## src/rtl/seg7_pkg.sv

```systemverilog
// seg7_pkg: shared glyph codes, segment patterns and sequencer state type.
// Segment vectors are {g,f,e,d,c,b,a}, active-high.
package seg7_pkg;

  typedef logic [5:0] glyph_code_t;
  typedef logic [6:0] seg_t;

  typedef enum logic [1:0] {
    IDLE = 2'd0,
    SHOW = 2'd1,
    GAP  = 2'd2
  } seq_state_t;

  localparam seg_t SEG_BLANK = 7'b0000000;
  localparam seg_t SEG_DASH  = 7'b1000000;

  // hex digits, codes 0..15
  localparam seg_t SEG_HEX_0 = 7'b0111111;
  localparam seg_t SEG_HEX_1 = 7'b0000110;
  localparam seg_t SEG_HEX_2 = 7'b1011011;
  localparam seg_t SEG_HEX_3 = 7'b1001111;
  localparam seg_t SEG_HEX_4 = 7'b1100110;
  localparam seg_t SEG_HEX_5 = 7'b1101101;
  localparam seg_t SEG_HEX_6 = 7'b1111101;
  localparam seg_t SEG_HEX_7 = 7'b0000111;
  localparam seg_t SEG_HEX_8 = 7'b1111111;
  localparam seg_t SEG_HEX_9 = 7'b1101111;
  localparam seg_t SEG_HEX_A = 7'b1110111;
  localparam seg_t SEG_HEX_B = 7'b1111100;
  localparam seg_t SEG_HEX_C = 7'b0111001;
  localparam seg_t SEG_HEX_D = 7'b1011110;
  localparam seg_t SEG_HEX_E = 7'b1111001;
  localparam seg_t SEG_HEX_F = 7'b1110001;

  // letters, codes 16 (A) .. 41 (Z); some letters only approximate on 7 segments
  localparam seg_t SEG_LTR_A = 7'b1110111;
  localparam seg_t SEG_LTR_B = 7'b1111100;
  localparam seg_t SEG_LTR_C = 7'b0111001;
  localparam seg_t SEG_LTR_D = 7'b1011110;
  localparam seg_t SEG_LTR_E = 7'b1111001;
  localparam seg_t SEG_LTR_F = 7'b1110001;
  localparam seg_t SEG_LTR_G = 7'b0111101;
  localparam seg_t SEG_LTR_H = 7'b1110110;
  localparam seg_t SEG_LTR_I = 7'b0110000;
  localparam seg_t SEG_LTR_J = 7'b0011110;
  localparam seg_t SEG_LTR_K = 7'b1110101;
  localparam seg_t SEG_LTR_L = 7'b0111000;
  localparam seg_t SEG_LTR_M = 7'b0110111;
  localparam seg_t SEG_LTR_N = 7'b1010100;
  localparam seg_t SEG_LTR_O = 7'b0111111;
  localparam seg_t SEG_LTR_P = 7'b1110011;
  localparam seg_t SEG_LTR_Q = 7'b1100111;
  localparam seg_t SEG_LTR_R = 7'b1110011;
  localparam seg_t SEG_LTR_S = 7'b1101101;
  localparam seg_t SEG_LTR_T = 7'b1111000;
  localparam seg_t SEG_LTR_U = 7'b0111110;
  localparam seg_t SEG_LTR_V = 7'b0011100;
  localparam seg_t SEG_LTR_W = 7'b0101010;
  localparam seg_t SEG_LTR_X = 7'b1110110;
  localparam seg_t SEG_LTR_Y = 7'b1101110;
  localparam seg_t SEG_LTR_Z = 7'b1011011;

endpackage

```

## src/rtl/seg7_glyph_rom.sv

```systemverilog
// seg7_glyph_rom: glyph code to segment pattern lookup, shared by display blocks.
// Codes outside the table show a dash.
module seg7_glyph_rom
  import seg7_pkg::*;
(
  input  glyph_code_t code,
  output seg_t        seg
);

  // full team glyph table
  always_comb begin
    seg = SEG_DASH;
    case (code)
      6'd0:    seg = SEG_HEX_0;
      6'd1:    seg = SEG_HEX_1;
      6'd2:    seg = SEG_HEX_2;
      6'd3:    seg = SEG_HEX_3;
      6'd4:    seg = SEG_HEX_4;
      6'd5:    seg = SEG_HEX_5;
      6'd6:    seg = SEG_HEX_6;
      6'd7:    seg = SEG_HEX_7;
      6'd8:    seg = SEG_HEX_8;
      6'd9:    seg = SEG_HEX_9;
      6'd10:   seg = SEG_HEX_A;
      6'd11:   seg = SEG_HEX_B;
      6'd12:   seg = SEG_HEX_C;
      6'd13:   seg = SEG_HEX_D;
      6'd14:   seg = SEG_HEX_E;
      6'd15:   seg = SEG_HEX_F;
      6'd16:   seg = SEG_LTR_A;
      6'd17:   seg = SEG_LTR_B;
      6'd18:   seg = SEG_LTR_C;
      6'd19:   seg = SEG_LTR_D;
      6'd20:   seg = SEG_LTR_E;
      6'd21:   seg = SEG_LTR_F;
      6'd22:   seg = SEG_LTR_G;
      6'd23:   seg = SEG_LTR_H;
      6'd24:   seg = SEG_LTR_I;
      6'd25:   seg = SEG_LTR_J;
      6'd26:   seg = SEG_LTR_K;
      6'd27:   seg = SEG_LTR_L;
      6'd28:   seg = SEG_LTR_M;
      6'd29:   seg = SEG_LTR_N;
      6'd30:   seg = SEG_LTR_O;
      6'd31:   seg = SEG_LTR_P;
      6'd32:   seg = SEG_LTR_Q;
      6'd33:   seg = SEG_LTR_R;
      6'd34:   seg = SEG_LTR_S;
      6'd35:   seg = SEG_LTR_T;
      6'd36:   seg = SEG_LTR_U;
      6'd37:   seg = SEG_LTR_V;
      6'd38:   seg = SEG_LTR_W;
      6'd39:   seg = SEG_LTR_X;
      6'd40:   seg = SEG_LTR_Y;
      6'd41:   seg = SEG_LTR_Z;
      default: seg = SEG_DASH;
    endcase
  end

endmodule

```

## src/rtl/seg7_message_sequencer.sv

```systemverilog
// seg7_message_sequencer: plays a buffered glyph message on one 7-segment digit,
// each glyph held HOLD_CYCLES then blanked GAP_CYCLES.
// Build option SEG7_SEQ_LOOP_EN: wrap and replay while play stays high.
// Without it: one pass, then idle until play is dropped and raised again.
//
// state | meaning
// IDLE  | display blank, buffer writable
// SHOW  | glyph of entry index on seg, dwell timer running
// GAP   | blank between glyphs, gap timer running
module seg7_message_sequencer
  import seg7_pkg::*;
#(
  parameter int DEPTH       = 8,
  parameter int HOLD_CYCLES = 4,
  parameter int GAP_CYCLES  = 1
) (
  input  logic                     clk_2,
  input  logic                     rst_n,
  input  logic                     clear,
  input  logic                     wr_valid,
  input  logic [5:0]               wr_code,
  output logic                     wr_ready,
  input  logic                     play,
  output logic                     busy,
  output logic                     done,
  output logic [$clog2(DEPTH):0]   count,
  output logic [$clog2(DEPTH)-1:0] index,
  output logic [7:0]               seg
);

  localparam int IW = $clog2(DEPTH);
  localparam int CW = $clog2(HOLD_CYCLES + GAP_CYCLES + 1);
  localparam logic [CW-1:0] HOLD_LOAD = CW'(HOLD_CYCLES - 1);
  localparam logic [CW-1:0] GAP_LOAD  = CW'((GAP_CYCLES > 0) ? GAP_CYCLES - 1 : 0);
  localparam logic [IW:0]   FULL      = (IW + 1)'(DEPTH);

  seq_state_t    state, state_nxt;
  logic [IW-1:0] index_nxt;
  logic [CW-1:0] tmr, tmr_nxt;
  logic          done_nxt;
  logic          advance;
  logic          start_ok;
  logic          is_last;
  logic          dp_nxt;
  logic [IW:0]   last_idx;
  glyph_code_t   msg_mem [DEPTH];
  seg_t          glyph;
  logic [7:0]    seg_nxt;

  assign wr_ready = (state == IDLE) && (count != FULL) && !play && !clear;
  assign last_idx = count - 1'b1;
  assign is_last  = ({1'b0, index} == last_idx);

`ifdef SEG7_SEQ_LOOP_EN
  assign start_ok = play && (count != '0);
`else
  logic pass_latched;

  // a finished pass blocks restart until play has been seen low
  always_ff @(posedge clk_2 or negedge rst_n) begin
    if (!rst_n)        pass_latched <= 1'b0;
    else if (!play)    pass_latched <= 1'b0;
    else if (done_nxt) pass_latched <= 1'b1;
  end

  assign start_ok = play && (count != '0) && !pass_latched;
`endif

  // message buffer; contents are not reset, count alone says what is valid
  always_ff @(posedge clk_2) begin
    if (wr_valid && wr_ready) msg_mem[count[IW-1:0]] <= wr_code;
  end

  // state, timer and registered outputs
  always_ff @(posedge clk_2 or negedge rst_n) begin
    if (!rst_n) begin
      state <= IDLE;
      index <= '0;
      tmr   <= '0;
      done  <= 1'b0;
      busy  <= 1'b0;
      seg   <= '0;
      count <= '0;
    end else begin
      state <= state_nxt;
      index <= index_nxt;
      tmr   <= tmr_nxt;
      done  <= done_nxt;
      busy  <= (state_nxt != IDLE);
      seg   <= seg_nxt;
      if (clear)                      count <= '0;
      else if (wr_valid && wr_ready)  count <= count + 1'b1;
    end
  end

  // next state: clear beats play, play low aborts, timers count down to zero
  always_comb begin
    state_nxt = state;
    index_nxt = index;
    tmr_nxt   = tmr;
    done_nxt  = 1'b0;
    advance   = 1'b0;
    if (clear) begin
      state_nxt = IDLE;
      index_nxt = '0;
      tmr_nxt   = '0;
    end else begin
      case (state)
        IDLE: begin
          if (start_ok) begin
            state_nxt = SHOW;
            index_nxt = '0;
            tmr_nxt   = HOLD_LOAD;
          end
        end
        SHOW: begin
          if (!play) begin
            state_nxt = IDLE;
            index_nxt = '0;
            tmr_nxt   = '0;
          end else if (tmr != '0) begin
            tmr_nxt = tmr - 1'b1;
          end else if (GAP_CYCLES > 0) begin
            state_nxt = GAP;
            tmr_nxt   = GAP_LOAD;
          end else begin
            advance = 1'b1;
          end
        end
        GAP: begin
          if (!play) begin
            state_nxt = IDLE;
            index_nxt = '0;
            tmr_nxt   = '0;
          end else if (tmr != '0) begin
            tmr_nxt = tmr - 1'b1;
          end else begin
            advance = 1'b1;
          end
        end
        default: begin
          state_nxt = IDLE;
          index_nxt = '0;
          tmr_nxt   = '0;
        end
      endcase
      if (advance) begin
        if (!is_last) begin
          state_nxt = SHOW;
          index_nxt = index + 1'b1;
          tmr_nxt   = HOLD_LOAD;
        end else begin
          done_nxt  = 1'b1;
          index_nxt = '0;
`ifdef SEG7_SEQ_LOOP_EN
          state_nxt = SHOW;
          tmr_nxt   = HOLD_LOAD;
`else
          state_nxt = IDLE;
          tmr_nxt   = '0;
`endif
        end
      end
    end
  end

  seg7_glyph_rom u_glyph_rom (
    .code (msg_mem[index_nxt]),
    .seg  (glyph)
  );

  // seg is registered from the next entry so the glyph appears one edge after play is seen
  always_comb begin
    dp_nxt  = ({1'b0, index_nxt} == last_idx);
    seg_nxt = 8'h00;
    if (state_nxt == SHOW) seg_nxt = {dp_nxt, glyph};
  end

endmodule

```

## config.mk

```make
export PLATFORM = sky130hd
export DESIGN_NAME = seg7_message_sequencer
export DESIGN_NICKNAME = d
export VERILOG_FILES = /design/src/rtl/seg7_pkg.sv /design/src/rtl/seg7_glyph_rom.sv /design/src/rtl/seg7_message_sequencer.sv
export SDC_FILE = /design/constraint.sdc
export NUM_CORES = 1
export LEC_CHECK = 0
export CAP_MARGIN = 20
export CORE_MARGIN = 2
export CORE_UTILIZATION = 53
export DETAILED_ROUTE_END_ITERATION = 10
export PLACE_DENSITY = 0.76
export SETUP_SLACK_MARGIN = 0.15
export SKIP_CTS_REPAIR_TIMING = 1
export SYNTH_ARGS = -nofsm -noshare
export SYNTH_HDL_FRONTEND = slang
export SYNTH_HIERARCHICAL = 1
export SYNTH_SLANG_ARGS = --single-unit
```

## constraint.sdc

```tcl
create_clock -name clk_2 -period 3.93 [get_ports clk_2]
set_clock_uncertainty 0.05 [all_clocks]
set_input_delay 0.786 -clock clk_2 [delete_from_list [all_inputs] [get_ports clk_2]]
set_output_delay 0.786 -clock clk_2 [all_outputs]
set_load 0.1 [all_outputs]
```

==> qor.csv, run 1 <==
stage,metric,value,unit
clock_network,CTS root buffer,clkbuf_8,
logic_synthesis,synth top area cells,"edfxtp_1, dfrtp_1, ha_1, a21oi_1, mux2i_1",
hold_path,hold endpoint,pass_latched,
critical_path,worst r2r src,state[0],
sta,RSZ-0062 raised after global routing,true,
hold_path,Hold Crit Start,pass_latched,
sta,headroom to the max-slew limit,34.4,%
power_and_ir_drop,"IR drop worst, VDD",0.302,mV
logic_synthesis,"FFs w/ async S/R, synth",32.4,%
detailed_routing,DRT iter0 DRCs,129,
cells_and_area,post-route insts no fill,551,
sta,endpoints failing setup,0,
detailed_routing,Remaining DRCs,0,
clock_network,H-Tree Depth,3,
cells_and_area,fin nets,473,
detailed_routing,Antenna Nets Post-Route,0,
critical_path,R2R depth,14,
global_routing,pin count of the biggest net entering global routing,24,
floorplanning,Top Ports,29,
logic_synthesis,most frequent cell after synthesis,edfxtp_1,
global_routing,first-pass GRT wire length,15.1,mm
logic_synthesis,largest area contributor in the netlist,edfxtp_1,
floorplanning,cell row count,32,
power_and_ir_drop,P_leak,2.17,nW
logic_synthesis,Syn Nets,380,
floorplanning,Core Region,7610,um2
logic_synthesis,mapped cell area,4110,um2
power_and_ir_drop,Comb pwr share,45.4,%
floorplanning,Initial Util,54.1,%
logic_synthesis,YS warnings,6,
logic_synthesis,Post-Syn Instances,351,
power_and_ir_drop,Clock Power Share,21.5,%
critical_path,Reg2Reg Setup Slack,0.27,ns
sta,f_max,0.273,GHz
logic_synthesis,commonest register cell after synthesis,edfxtp_1,
detailed_routing,WL/cell,17.1,um
clock_network,Clock Pin Slew Worst Setup and Hold Paths,0.07,ns
floorplanning,Die H,92.1,um
floorplanning,die area,8480,um2
sta,Worst Tran Pin Value,0.981,ns
power_and_ir_drop,Reg power frac,33.1,%
logic_synthesis,Yosys cell types,75,
critical_path,worst path required time,4.11,ns
critical_path,crit path kind,register to register,
floorplanning,DIE WIDTH,92.1,um
place,Placer Congestion,0.928,
place,Cells after DPL,527,
sta,fin crit share,93.2,%
logic_synthesis,top cell type's share of synthesized area,35.0,%
logic_synthesis,register bit total from synthesis,71,
cells_and_area,layout cells sized above 1,34.1,%
place,DP Area,5010,um2
clock_network,Clock Sinks,71,
job,max-cap viol count,0,
global_routing,total grt overflow,0,
clock_network,clock tree buffer depth,2,
hold_path,hold depth,1,
global_routing,global-route usage over all layers,23.3,%
sta,Setup TNS,0,ns
cells_and_area,fin area,5380,um2
global_routing,grt met3 use,4.11,%
hold_path,Hold/Removal Path Class,register to register,
place,input/output buffers,28,
logic_synthesis,register area share after synthesis,49.0,%
global_routing,routing usage on met1,29.5,%
critical_path,CP Launch Type,register,
run_status,run status,completed,
clock_network,CTS buffer count,9,
clock_network,TritonCTS clock tree,built,
detailed_routing,drt pass-1 iters,4,
logic_synthesis,Avg Inst Size Synth,11.7,um2
logic_synthesis,"EDFF count, synth",48,
power_and_ir_drop,PD cells,492,nW/um2
critical_path,"Data arrival, critical path",3.85,ns
clock_network,worst-skew pair later-pin latency,0.35,ns
power_and_ir_drop,internal power,1.66,mW
sta,final count of hold timing violations,0,
place,post-DP HPWL,6.96,mm
global_routing,gr busiest metal,met2,
cells_and_area,# diodes,0,
sta,Max Slew Vio Count,0,
sta,worst hold margin,0.463,ns
global_routing,M2 GR Usage,39.5,%
cells_and_area,post-layout util,70.7,%
global_routing,initial antenna violation count,0,
cells_and_area,fillers,538,
global_routing,vias in the first global route,3106,
detailed_routing,Post-Route WL,9.40,mm
critical_path,Worst R2R End,seg[1],
critical_path,crit path max fanout,5,
power_and_ir_drop,NetSw,0.989,mW
detailed_routing,Via Count,3117,
critical_path,Setup crit end kind,register,
sta,min cycle time layout,3.66,ns
power_and_ir_drop,switching share of power,37.4,%
cells_and_area,Layout area overhead,30.7,%
detailed_routing,Vias/cell,5.66,
logic_synthesis,Commonest cells post-synth,"edfxtp_1, nand2_1, dfrtp_1, a21oi_1, nor2_1",
## registers in the layout, indices dropped and copies added (netlist names)
name and flops:
state 2, busy 1, tmr 3, count 4, msg_mem 48, pass_latched 1
seg 8, done 1, index 3
## per-layer routing
layer | up-vias | part of all wire [%]
met5 | - | 0
met4 | 0 | 1.5
met3 | 12 | 4.8
met2 | 86 | 51
met1 | 1524 | 43
li1 | 1495 | -
## cell type report
type | instances | area (um2) | area share, %
Tap cell | 102 | 128 | 2.37
Sequential cell | 71 | 2030 | 37.7
Timing Repair Buffer | 103 | 892 | 16.6
Inverter | 16 | 65.1 | 1.21
Clock inverter | 5 | 58.8 | 1.09
Clock buffer | 11 | 131 | 2.44
Multi-Input combinational cell | 243 | 2070 | 38.6
## critical path: stages, from the launching register on
cell and delay [ns]:
dfrtp_1 0.41, inv_2 0.13, ha_4 0.23, a221o_4 0.47
a22oi_4 0.23, mux2_2 0.40, a221oi_4 0.28, a21oi_4 0.10
buf_4 0.16, ha_1 0.20, nand2_1 0.09, o21ai_0 0.10
mux4_2 0.45, o2bb2ai_1 0.12, and2_1 0.13
## stage by stage
stage	total power, mW	setup WS (ns)
global route	2.79	0.106
CTS	2.58	-0.0856
detailed placement	2.01	-0.449
finish	2.65	0.268
global placement	2.00	-0.384
floorplan	1.67	-0.103
## power by group through the flow
stage / registers [mW] / logic [mW] / clock network, mW
2_1_floorplan: 1.08 / 0.595 / 0
3_5_place_dp: 0.894 / 1.12 / 0
4_1_cts: 0.878 / 1.12 / 0.580
6_report: 0.877 / 1.20 / 0.569
3_3_place_gp: 0.894 / 1.10 / 0
5_1_grt: 0.882 / 1.29 / 0.621
## logic make-up after synthesis
group | share of synthesized area (%)
mux | 5.75
compound gates | 18.2
xor+xnor | 2.13
buf+inv | 5.11
simple gates | 14.3
fa+ha+maj | 5.47
flops | 49.0
## placed cells by master, fill, tap and decap left out, types with 9 or more instances in the layout
cell type / count
clkbuf_8: 9
nor2_1: 19
ha_1: 10
a21oi_1: 20
dfrtp_1: 18
edfxtp_1: 48
buf_4: 72
mux2i_1: 9
nand2b_1: 10
nand2_1: 23
inv_1: 10
clkdlybuf4s50_1: 26
o21ai_0: 12
## worst max-delay path by stage
| stage | startpoint | to | slack, ns | cells past startpoint |
|---|---|---|---|---|
| final | state[0] | seg[1] | 0.27 | 14 |
| after global routing | state[0] | seg[0] | 0.11 | 16 |
| after CTS | play | seg[2] | -0.09 | 13 |
| after detailed placement | play | seg[2] | -0.45 | 13 |
| after global placement | play | seg[2] | -0.38 | 13 |
| after floorplan | count[0] | seg[2] | -0.10 | 18 |
Note: power is estimated with default switching activity, not from simulation.
==> run 2, diff against run 1 <==
--- a/config.mk
+++ b/config.mk
@@ -7,9 +7,8 @@
 export LEC_CHECK = 0
 export CAP_MARGIN = 20
 export CORE_MARGIN = 2
-export CORE_UTILIZATION = 53
+export CORE_UTILIZATION = 40
 export DETAILED_ROUTE_END_ITERATION = 10
-export PLACE_DENSITY = 0.76
 export SETUP_SLACK_MARGIN = 0.15
 export SKIP_CTS_REPAIR_TIMING = 1
 export SYNTH_ARGS = -nofsm -noshare
==> qor.csv, run 2 (synthesized netlist as in run 1, its figures left out) <==
stage,metric,value,unit,change
clock_network,worst-skew pair later-pin latency,0.34,ns,about the same
place,Placement Setup Slack,-0.557,ns,-0.108 ns
cells_and_area,fin area,5520,um2,+2.6%
sta,Worst Tran Pin Value,0.977,ns,-0.00403 ns
detailed_routing,DRT iter0 DRCs,207,,+60%
clock_network,Clock Sinks,71,,unchanged
place,DP Area,5100,um2,+1.6%
clock_network,clock tree buffer depth,2,,unchanged
sta,final setup margin,0.207,ns,-0.0611 ns
cells_and_area,# diodes,0,,unchanged
critical_path,crit path max fanout,7,,+2
cells_and_area,post-route insts no fill,593,,+7.6%
detailed_routing,Remaining DRCs,0,,unchanged
place,input/output buffers,28,,unchanged
global_routing,initial antenna violation count,0,,unchanged
floorplanning,Die H,105,um,+14%
floorplanning,Initial Util,40.6,%,-14 points
place,post-DP HPWL,7.37,mm,+5.9%
clock_network,TritonCTS clock tree,built,,
critical_path,"Data arrival, critical path",3.95,ns,+0.10 ns
floorplanning,Core Region,10100,um2,+33%
critical_path,Setup crit end kind,register,,
global_routing,total grt overflow,0,,unchanged
cells_and_area,max FFs per register,48,,unchanged
detailed_routing,drt pass-1 iters,4,,unchanged
sta,endpoints failing setup,0,,unchanged
cells_and_area,Layout area overhead,34.1,%,
run_status,run status,completed,,
power_and_ir_drop,"IR drop worst, VDD",0.280,mV,-7.4%
power_and_ir_drop,PD cells,492,nW/um2,about the same
sta,fin crit share,94.7,%,+1.6 points
cells_and_area,layout cells sized above 1,36.1,%,+2.0 points
global_routing,global-route usage over all layers,18.6,%,-4.6 points
critical_path,worst path required time,4.16,ns,+0.05 ns
floorplanning,die area,11100,um2,+31%
floorplanning,cell row count,37,,+16%
detailed_routing,Antenna Nets Post-Route,0,,unchanged
sta,f_max,0.269,GHz,-1.6%
cells_and_area,post-layout util,54.4,%,-16 points
cells_and_area,"commonest cells after routing, fill and taps aside","buf_4, edfxtp_1, clkdlybuf4s50_1",,
cells_and_area,"commonest non-fill, non-tap cell in the layout",buf_4,,
detailed_routing,WL/cell,16.8,um,-1.3%
detailed_routing,Via Count,3138,,+0.67%
place,Placer Congestion,0.903,,-2.6%
global_routing,vias in the first global route,3132,,+0.84%
clock_network,Clock Pin Slew Worst Setup and Hold Paths,0.08,ns,about the same
floorplanning,DIE WIDTH,105,um,+14%
clock_network,CTS root buffer,clkbuf_8,,
cells_and_area,fin nets,481,,+1.7%
power_and_ir_drop,P_leak,2.24,nW,+3.1%
cells_and_area,multi-input combinational cell area,2100,um2,+1.1%
global_routing,pin count of the biggest net entering global routing,24,,unchanged
detailed_routing,Post-Route WL,9.99,mm,+6.2%
sta,RSZ-0062 raised after global routing,true,,
floorplanning,Top Ports,29,,unchanged
sta,min cycle time layout,3.72,ns,+0.0611 ns
detailed_routing,Vias/cell,5.29,,-6.5%
critical_path,crit path kind,input port to register,,
job,max-cap viol count,0,,unchanged
cells_and_area,Reg area,2030,um2,unchanged
clock_network,H-Tree Depth,3,,unchanged
sta,headroom to the max-slew limit,34.7,%,+0.27 points
global_routing,first-pass GRT wire length,16.1,mm,+6.6%
place,Cells after DPL,568,,+7.8%
hold_path,Hold/Removal Path Class,register to register,,
cells_and_area,fillers,859,,+60%
clock_network,CTS buffer count,9,,unchanged
critical_path,CP Launch Type,input port,,
sta,final count of hold timing violations,0,,unchanged
power_and_ir_drop,total power,2.71,mW,+2.6%
sta,Max Slew Vio Count,0,,unchanged
## run 2: layout make-up
cell class / instances / share of cell area [%]
clock buffer: 9 / 2.25
clock inverter: 7 / 1.54
inverter: 16 / 1.23
multi-input combinational: 243 / 38.0
sequential: 71 / 36.8
tap: 136 / 3.09
timing repair buffer: 111 / 17.1
## run 2: per-layer routing
metal | GRT usage, % | vias up | wire, um
li1 | - | 1515 | -
met1 | 24.2 | 1537 | 4400
met2 | 30.8 | 74 | 5030
met3 | 4.76 | 12 | 408
met4 | 5.24 | 0 | 146
met5 | 0 | - | 0
## run 2: final timing paths
path,from,endpoint,slack [ns],cells past startpoint
min in group asynchronous,rst_n,count[3],0.74,2
worst min register to register,tmr[1],tmr[1],0.47,2
worst max-delay path,play,seg[0],0.21,17
max in group asynchronous,rst_n,count[0],2.82,2
worst min-delay path,tmr[1],tmr[1],0.47,2
worst max register to register,count[0],seg[2],0.22,16
## run 2: critical path, stage by stage
cell and delay (ns):
dlymetal6s2s_1 0.18, buf_4 0.17, and4b_2 0.28, buf_4 0.15, a22oi_4 0.27, buf_6 0.18, buf_4 0.12, mux2_1 0.33
a221oi_2 0.25, a21oi_2 0.10, buf_4 0.17, buf_12 0.13, mux2i_1 0.18, nor3b_1 0.07, a311o_1 0.32, o32ai_1 0.10
and2_1 0.15
## run 2: power breakdown
| part | total, mW | internal (mW) | switching (mW) |
|---|---|---|---|
| Combinational | 1.22 | 0.527 | 0.698 |
| Clock | 0.615 | 0.307 | 0.308 |
| Sequential | 0.875 | 0.849 | 0.0266 |
## run 2: per-stage QoR
step | setup TNS [ns] | hold WS [ns]
after floorplan | -0.199 | 0.405
after global placement | -3.00 | 0.463
after detailed placement | -3.30 | 0.467
after CTS | -0.948 | 0.479
after global routing | 0 | 0.519
final | 0 | 0.473
